**config.mk**
```make
export PLATFORM = sky130hd
export DESIGN_NAME = boot_rom_copier
export DESIGN_NICKNAME = d
export VERILOG_FILES = /design/src/rtl/boot_copy_pkg.sv /design/src/rtl/boot_checksum.sv /design/src/rtl/boot_rom_copier.sv
export SDC_FILE = /design/constraint.sdc
export NUM_CORES = 1
export LEC_CHECK = 0
export ABC_AREA = 1
export BUFFER_PORTS_ARGS = -buffer_cell sky130_fd_sc_hd__buf_2
export CAP_MARGIN = 10
export CORE_AREA = 4 4 198 200
export CTS_BUF_LIST = sky130_fd_sc_hd__clkbuf_4 sky130_fd_sc_hd__clkbuf_8 sky130_fd_sc_hd__clkbuf_16
export DETAILED_ROUTE_END_ITERATION = 7
export DIE_AREA = 0 0 202 204
export PLACE_DENSITY_LB_ADDON = 0.1
export SYNTH_ARGS = -nofsm -noshare
export SYNTH_HDL_FRONTEND = slang
export SYNTH_SLANG_ARGS = --single-unit
```
**constraint.sdc**
```tcl
create_clock -name clk -period 3.3 [get_ports clk]
set_input_delay 0.165 -clock clk [delete_from_list [all_inputs] [get_ports clk]]
set_output_delay 0.165 -clock clk [all_outputs]
set_load 0.01 [all_outputs]
```
**src/rtl/boot_copy_pkg.sv**
```systemverilog
`default_nettype none
// +--------------------------------------------------------------------------+
// | boot_copy_pkg : shared state encoding, ROM size and checksum fold         |
// | Rev 1.0 - initial release                                                 |
// +--------------------------------------------------------------------------+
package boot_copy_pkg;

    localparam int ROM_WORDS = 1024;

    typedef enum logic [2:0] {
        ST_IDLE  = 3'd0,
        ST_ADDR  = 3'd1,
        ST_CAPT  = 3'd2,
        ST_WRITE = 3'd3,
        ST_DONE  = 3'd4
    } state_t;

    // Rotate-left-by-one then XOR; word order therefore matters.
    function automatic logic [31:0] cs_fold(input logic [31:0] sum, input logic [31:0] word);
        return {sum[30:0], sum[31]} ^ word;
    endfunction

endpackage
`default_nettype wire

```
**src/rtl/boot_checksum.sv**
```systemverilog
`default_nettype none
// +--------------------------------------------------------------------------+
// | boot_checksum : 32-bit rotl-xor accumulator with clear/enable            |
// | Rev 1.0 - initial release                                                 |
// +--------------------------------------------------------------------------+
module boot_checksum
    import boot_copy_pkg::*;
(
    input  logic        clk,
    input  logic        rst_n,
    input  logic        clr,
    input  logic        en,
    input  logic [31:0] data,
    output logic [31:0] sum_next
);

    logic [31:0] r_sum;

    // With clr and en both low this simply reflects the held sum.
    always_comb begin
        sum_next = r_sum;
        if (clr) begin
            sum_next = '0;
        end else if (en) begin
            sum_next = cs_fold(r_sum, data);
        end
    end

    always_ff @(posedge clk or negedge rst_n) begin
        if (!rst_n) begin
            r_sum <= '0;
        end else begin
            r_sum <= sum_next;
        end
    end

endmodule
`default_nettype wire

```
**src/rtl/boot_rom_copier.sv**
```systemverilog
`default_nettype none
// +--------------------------------------------------------------------------+
// | boot_rom_copier : copies a boot ROM window to RAM and checks its checksum |
// | Rev 1.0 - initial release                                                 |
// +--------------------------------------------------------------------------+
module boot_rom_copier
    import boot_copy_pkg::*;
#(
    parameter int          ROM_AW    = 10,
    parameter int          DATA_W    = 32,
    parameter logic [31:0] DEST_BASE = 32'h0001_0000
) (
    input  logic              clk,
    input  logic              rst_n,
    input  logic              start,
    input  logic [ROM_AW-1:0] src_base,
    input  logic [ROM_AW:0]   word_count,
    input  logic [DATA_W-1:0] expected_sum,
    output logic [ROM_AW-1:0] rom_addr,
    input  logic [DATA_W-1:0] rom_rdata,
    output logic              wr_valid,
    input  logic              wr_ready,
    output logic [31:0]       wr_addr,
    output logic [DATA_W-1:0] wr_data,
    output logic              busy,
    output logic              done,
    output logic              pass,
    output logic [DATA_W-1:0] checksum
);

    localparam logic [ROM_AW:0] C_MAX_COUNT = (ROM_AW + 1)'(ROM_WORDS);

    state_t              r_state;
    state_t              w_state_next;
    logic [ROM_AW-1:0]   r_rom_addr;
    logic [31:0]         r_wr_addr;
    logic [DATA_W-1:0]   r_wr_data;
    logic                r_wr_valid;
    logic [ROM_AW:0]     r_remaining;
    logic [DATA_W-1:0]   r_expected;
    logic                r_busy;
    logic                r_done;
    logic                r_pass;
    logic [DATA_W-1:0]   r_checksum;

    logic                w_start_acc;
    logic                w_handshake;
    logic [ROM_AW:0]     w_count_clamped;
    logic [DATA_W-1:0]   w_sum_next;

    assign w_start_acc     = (r_state == ST_IDLE) && start;
    assign w_handshake     = (r_state == ST_WRITE) && wr_ready;
    assign w_count_clamped = (word_count > C_MAX_COUNT) ? C_MAX_COUNT : word_count;

    boot_checksum u_checksum (
        .clk      (clk),
        .rst_n    (rst_n),
        .clr      (w_start_acc),
        .en       (r_state == ST_CAPT),
        .data     (rom_rdata),
        .sum_next (w_sum_next)
    );

    always_ff @(posedge clk or negedge rst_n) begin
        if (!rst_n) begin
            r_state <= ST_IDLE;
        end else begin
            r_state <= w_state_next;
        end
    end

    always_comb begin
        w_state_next = r_state;
        case (r_state)
            ST_IDLE: begin
                if (start) begin
                    w_state_next = (w_count_clamped == '0) ? ST_DONE : ST_ADDR;
                end
            end
            ST_ADDR:  w_state_next = ST_CAPT;
            ST_CAPT:  w_state_next = ST_WRITE;
            ST_WRITE: begin
                if (wr_ready) begin
                    w_state_next = (r_remaining == (ROM_AW + 1)'(1)) ? ST_DONE : ST_ADDR;
                end
            end
            ST_DONE:  w_state_next = ST_IDLE;
            default:  w_state_next = ST_IDLE;
        endcase
    end

    // Result registers are cleared on an accepted start so a stale pass never survives.
    always_ff @(posedge clk or negedge rst_n) begin
        if (!rst_n) begin
            r_rom_addr  <= '0;
            r_wr_addr   <= '0;
            r_wr_data   <= '0;
            r_wr_valid  <= 1'b0;
            r_remaining <= '0;
            r_expected  <= '0;
            r_busy      <= 1'b0;
            r_done      <= 1'b0;
            r_pass      <= 1'b0;
            r_checksum  <= '0;
        end else begin
            r_done <= 1'b0;
            if (w_start_acc) begin
                r_rom_addr  <= src_base;
                r_wr_addr   <= DEST_BASE;
                r_remaining <= w_count_clamped;
                r_expected  <= expected_sum;
                r_busy      <= 1'b1;
                r_pass      <= 1'b0;
                r_checksum  <= '0;
            end
            if (r_state == ST_CAPT) begin
                r_wr_data  <= rom_rdata;
                r_wr_valid <= 1'b1;
            end
            if (w_handshake) begin
                r_wr_valid  <= 1'b0;
                r_remaining <= r_remaining - 1'b1;
                r_rom_addr  <= r_rom_addr + 1'b1;
                r_wr_addr   <= r_wr_addr + 32'd4;
            end
            if (r_state == ST_DONE) begin
                r_done     <= 1'b1;
                r_busy     <= 1'b0;
                r_checksum <= w_sum_next;
                r_pass     <= (w_sum_next == r_expected);
            end
        end
    end

    assign rom_addr = r_rom_addr;
    assign wr_valid = r_wr_valid;
    assign wr_addr  = r_wr_addr;
    assign wr_data  = r_wr_data;
    assign busy     = r_busy;
    assign done     = r_done;
    assign pass     = r_pass;
    assign checksum = r_checksum;

endmodule
`default_nettype wire

```
==> impl_metrics.tcl, run 1 <==
set metrics [dict create \
    viasPerCell 4.236 \
    post-cts-setup-buffers 0 \
    gr-total-overflow 0 \
    synth_area_per_cell_um2 7.502 \
    async_flop_share_pct 100.0 \
    grt_max_degree 79 \
    synth_top_cell_area_share_pct 50.11 \
    p_per_area_mw_per_mm2 787.5 \
    cts_buffer_depth 2 \
    drcViolationCount 0 \
    worst_pin_slew_ns 1.017 \
    setup_viol 0 \
    r2r_slack_ns 0.88 \
    cts_tree "yes" \
    holdCritStartpoint "rom_rdata[25]" \
    die_area_mm2 0.04121 \
    layout.nets 1587 \
    antenna_found_initial 2 \
    cp.arrival_ns 2.81 \
    dpl.hpwl_mm 22.11 \
    wl_met2_mm 14.42 \
    clk_latency_ns 0.45 \
    cts.sinks 186 \
    wl_per_cell_um 15.43 \
    crit_path_start "r_state[1]$_DFFE_PN0P_" \
    finalClockSkew_ns 0.01413 \
    rsz0062_at_grt "false" \
    finalHoldViolCount 0 \
    max_freq_ghz 0.4124 \
    critical_path_class "flip-flop to flip-flop" \
    synth-edff-count 0 \
    critPathMaxFanout 30 \
    syn_inst 1238 \
    cp-start-kind "flip-flop" \
    grt_pass1_wl_mm 48.90 \
    critPathCapture "pass$_DFFE_PN0P_" \
    synth.largest_area_cell "dfrtp_1" \
    routed.top_layer "met5" \
    switchingPower_w 0.004013 \
    ir_worst_vdd_mv 0.4185 \
    ant_nets 0 \
    crit-reg2reg-launch "r_state[1]$_DFFE_PN0P_" \
    pwr-share-comb_pct 39.6 \
    numCtsBuffers 17 \
    floorplan.initialDensity_pct 24.83 \
    core_mm2 0.03740 \
    p_sw_share_pct 42.04 \
    root_buffer "clkbuf_16" \
    final_area_mm2 0.01212 \
    hold_path_class "input pin to flip-flop" \
    drv_slew 0 \
    postCtsHoldBufs 72 \
    io_buffers 196 \
    seqPwrFrac_pct 37.6 \
    grtUsageTotal_pct 15.23 \
    drt_first_pass_iters 5 \
    pin_count 199 \
    num_rows 71 \
    place_congestion 0.7574 \
    ctsResizeCount 0 \
    r2r-end "pass$_DFFE_PN0P_" \
    drv_cap 0 \
    p_leak_nw 6.499 \
    power_w 0.009545 \
    antenna_cells 0 \
    synth_area_leaders "dfrtp_1 (50%), nand2_1 (20%), inv_1 (7.1%)" \
    seq_area_frac_synth_pct 50.11 \
    first_global_vias 8435 \
    end_kind "flip-flop" \
    wl_mm 31.13 \
    route.met3.wl_mm 1.512 \
    fin_tns_setup_ns 0 \
    clk_pin_slew_ns 0.08 \
    syn_to_final_growth_pct 30.50 \
    dpl-instance-area_mm2 0.01080 \
    ys.flop_type "dfrtp_1" \
    power.share.clock_pct 22.8 \
    internal-power_w 0.005532 \
    dieHeight_um 204 \
    finalCritPeriodShare_pct 73.47 \
    required_ns 3.69 \
    r2r_cells 12 \
    cts-htree-levels 4 \
    status "complete, no violations" \
    num_vias 8545 \
    met1_length_mm 14.93 \
    slew_headroom_pct 32.01 \
    syn_area_mm2 0.009288 \
    post-route-min-period_ns 2.425 \
    yosysUniqueCellTypes 36 \
    ys_ff_latch 186 \
    dr.first_iter.drc_count 412 \
    drive_gt1_share_pct 17.26 \
    yosysWarnings 0 \
    die_w_um 202 \
]
registers in the layout, indices dropped and copies added (netlist names):
name              count
checksum             32
r_expected           32
u_checksum.r_sum     32
wr_data              32
wr_addr              30
r_remaining          11
rom_addr             10
r_state               3
busy                  1
done                  1
pass                  1
wr_valid              1
stage by stage:
stage | hold slack, ns | setup WS, ns | cells | utilization [%]
5_1_grt | 0.02264 | 0.5637 | 2017 | 32.41
6_report | 0.02518 | 0.8754 | 2017 | 32.41
2_1_floorplan | -0.1306 | 1.577 | 1239 | -
3_5_place_dp | 0.2188 | 0.8243 | 1914 | 28.88
3_3_place_gp | 0.2281 | 0.8620 | 1914 | 28.88
4_1_cts | 0.001103 | 0.8022 | 2017 | 32.41
logic make-up after synthesis:
kind of cell	count (synthesis)	synth area share (%)
and+or+nand+nor	635	27.89
buffers and inverters	225	9.902
DFF	186	50.11
AOI/OAI and AO/OA	174	10.23
xor gates and xnor gates	8	0.7544
muxes	5	0.5389
adders and majority gates	4	0.5389
other	1	0.04038
cells in the final DEF, fill, tap and decap left out, types with 11 or more instances in the layout:
master,synthesis,routed
buf_4,5,14
o211ai_1,11,11
dlygate4sd3_1,0,72
nand4_1,11,11
nand2_1,487,486
o21ai_0,119,119
a21oi_1,22,22
clkbuf_16,0,17
nand3_1,54,54
inv_1,175,175
buf_2,15,195
nor2_1,49,49
dfrtp_1,186,186
nor3_1,12,12
area by class of cell:
cell class,count,area (µm²)
Clock inverter,14,171.4
Tap cell,511,639.4
Fill cell,4049,25280
Clock buffer,17,425.4
Multi-Input combinational cell,828,3742
Sequential cell,186,4654
Inverter,179,671.9
Timing Repair Buffer,282,1815
power by group through the flow:
stage | sequential [W] | combinational, W | clock [W]
after global routing | 0.00370 | 0.00439 | 0.00234
after global placement | 0.00362 | 0.00379 | 0
after CTS | 0.00359 | 0.00389 | 0.00226
after detailed placement | 0.00363 | 0.00380 | 0
final | 0.00358 | 0.00378 | 0.00218
after floorplan | 0.00366 | 0.00238 | 0
critical path: stages, from the launching register on:
cell and delay, ns:
dfrtp_1 0.46, nor2_1 0.30, nand3_4 0.37, buf_4 0.38, nand2_1 0.14, nand2_1 0.06
nand2_1 0.14, nand2_1 0.10, nor2_1 0.12, nand2_1 0.06, nor2_1 0.12, nand2_1 0.06
nand2_1 0.05
cells in the mapped netlist, drive strengths merged, types with 5 or more instances:
master,instances
nand2,490
dfrtp,186
inv,179
o21ai,119
nand3,56
nor2,56
buf,26
a21oi,22
clkbuf,20
nor3,12
nand4,11
o211ai,11
a31oi,9
a22oi,7
xor2,6
mux2i,5
routing by layer:
metal | GRT usage, % | up-vias
li1 | - | 4380
met5 | 0 | -
met2 | 24.80 | 152
met3 | 3.570 | 16
met4 | 3.174 | 4
met1 | 20.83 | 3993
how the worst min path moves through the flow:
stage                     slack [ns]  cells past startpoint                          to
after floorplan                -0.13                      0            busy$_DFFE_PN0P_
after global placement          0.23                      1      wr_data[5]$_DFFE_PN0N_
after detailed placement        0.22                      1      wr_data[5]$_DFFE_PN0N_
after CTS                      0.001                      3  r_remaining[0]$_DFFE_PN0P_
after global routing            0.02                      3  r_remaining[0]$_DFFE_PN0P_
final                           0.03                      3     wr_data[25]$_DFFE_PN0N_
No activity file was read; power rests on OpenSTA's default activity.
==> run 2, diff against run 1 <==
Clock period 3.3 ns to 2 ns, I/O delays scaled along.
==> run 2 against run 1 <==
Net effect:
- sequential cell count did not move
- utilization is 2.7 points higher
- sequential power rose by 65%
- routed wire length up 3.3%
==> impl_metrics.tcl, run 2 (synthesis gave the netlist of run 1 again) <==
set metrics [dict create \
    grtUsageTotal_pct 15.58 \
    clk_pin_slew_ns 0.08 \
    dp_cells 1960 \
    finalHoldViolCount 0 \
    ir_worst_vdd_mv 0.6744 \
    layout.nets 1664 \
    post-place-ws_ns -0.007413 \
    ant_nets 0 \
    antenna_cells 0 \
    required_ns 2.40 \
    dpl.hpwl_mm 23.55 \
    num_vias 8787 \
    path_delay_family "simple AND/OR/NAND/NOR gates" \
    io_buffers 196 \
    grt_pass1_wl_mm 50.18 \
    floorplan.initialDensity_pct 24.83 \
    cts_buffer_depth 2 \
    cp_cell_sequence "inv_2, nand2_2, nor2_4, buf_12, buf_4, nand2_1, nand2_2, nand2_1, nand2_2, nand4_1, nor2_1, nand2_1, nor2_1, nand2_1, nand2_1" \
    nFillCells 3983 \
    gr-total-overflow 0 \
    drt_first_pass_iters 4 \
    fin_ws_ns 0.1041 \
    cpMostUsedCell "nand2_1" \
    cp_slowest_cell "dfrtp_2" \
    die_area_mm2 0.04121 \
    dr.first_iter.drc_count 394 \
    cp.arrival_ns 2.30 \
    num_rows 71 \
    setup_viol 0 \
    cts-htree-levels 4 \
    critPathMaxFanout 5 \
    place_congestion 0.8022 \
    antenna_found_initial 1 \
    first_global_vias 8773 \
    drive_gt1_share_pct 23.61 \
    finalCritPeriodShare_pct 94.79 \
    status "complete, no violations" \
    syn_to_final_growth_pct 41.32 \
    critical_path_class "flip-flop to flip-flop" \
    rsz0062_at_grt "true" \
    p_leak_nw 6.963 \
    wl_mm 32.15 \
    drv_cap 0 \
    finalClockSkew_ns 0.01771 \
    final_common_cell "nand2_1" \
    hold_path_class "input pin to flip-flop" \
    wl_per_cell_um 15.35 \
    drcViolationCount 0 \
    root_buffer "clkbuf_16" \
    drv_slew 0 \
    numCtsBuffers 17 \
    core_mm2 0.03740 \
    worst-path-buf-inv 3 \
    cp-start-kind "flip-flop" \
    cpPeakStageDelay_ns 0.41 \
    end_kind "flip-flop" \
    clk_latency_ns 0.45 \
    grt_max_degree 46 \
    post-route-min-period_ns 1.896 \
    hold-worst-slack_ns 0.03256 \
    final_cells 2095 \
    p_per_area_mw_per_mm2 1323 \
    cts.sinks 186 \
    max_freq_ghz 0.5275 \
    cts_tree "yes" \
    pin_count 199 \
    layout_common_cells "nand2_1 (459), buf_2 (195), dfrtp_1 (184)" \
    viasPerCell 4.194 \
    die_w_um 202 \
    dieHeight_um 204 \
]
-- run 2: report_power, final --
| part | internal [W] | switching (W) |
|---|---|---|
| sequential | 0.00504 | 0.000863 |
| combinational | 0.00310 | 0.00460 |
| clock | 0.00214 | 0.00163 |
-- run 2: worst min-delay path, stage by stage --
cell and delay, ns:
buf_2 0.10, a31oi_1 0.09, a21oi_1 0.15
-- run 2: worst paths after layout --
path	from	endpoint	slack (ns)	cells past startpoint
setup / recovery	r_state[0]$_DFFE_PN0P_	pass$_DFFE_PN0P_	0.10	15
hold / removal	word_count[9]	r_remaining[9]$_DFFE_PN0P_	0.03	3
setup reg to reg	r_state[0]$_DFFE_PN0P_	pass$_DFFE_PN0P_	0.10	15
hold reg to reg	wr_valid$_DFFE_PN0P_	wr_valid$_DFFE_PN0P_	0.47	2
max in group asynchronous	rst_n	wr_addr[30]$_DFFE_PN0P_	1.15	3
min in group asynchronous	rst_n	wr_data[4]$_DFFE_PN0N_	0.15	2
-- run 2: area by class of cell --
type	instances	area (µm²)	area share, %
Clock buffer	18	439.2	3.346
Clock inverter	14	195.2	1.487
Inverter	179	671.9	5.119
Multi-Input combinational cell	828	3899	29.70
Sequential cell	186	4657	35.48
Tap cell	511	639.4	4.871
Timing Repair Buffer	359	2624	19.99
-- run 2: layer usage --
layer | global-route usage, % | wire length, µm | vias to the layer above
li1 | - | - | 4539
met1 | 21.05 | 15450 | 4069
met2 | 25.70 | 14960 | 156
met3 | 3.745 | 1416 | 21
met4 | 3.076 | 300 | 2
met5 | 0 | 13 | -
-- run 2: per-stage QoR --
stage | utilization [%] | TNS [ns] | power (W) | instance area (µm²)
after floorplan | - | 0 | 0.009974 | 9291
after global placement | 30.21 | -0.02635 | 0.01310 | 11300
after detailed placement | 30.21 | -0.007413 | 0.01310 | 11300
after CTS | 34.25 | 0 | 0.01718 | 12810
after global routing | 35.09 | -0.09281 | 0.01888 | 13130
final | 35.09 | 0 | 0.01736 | 13130
-- run 2: what timing repair did --
item	4_1_cts	5_1_grt
endpoints found under the hold margin	177	0
gates cloned	0	2
gates resized for setup	0	55
setup buffers	6	13
hold buffers	82	0
pin swaps	1	18
endpoints found under the setup margin	1	9
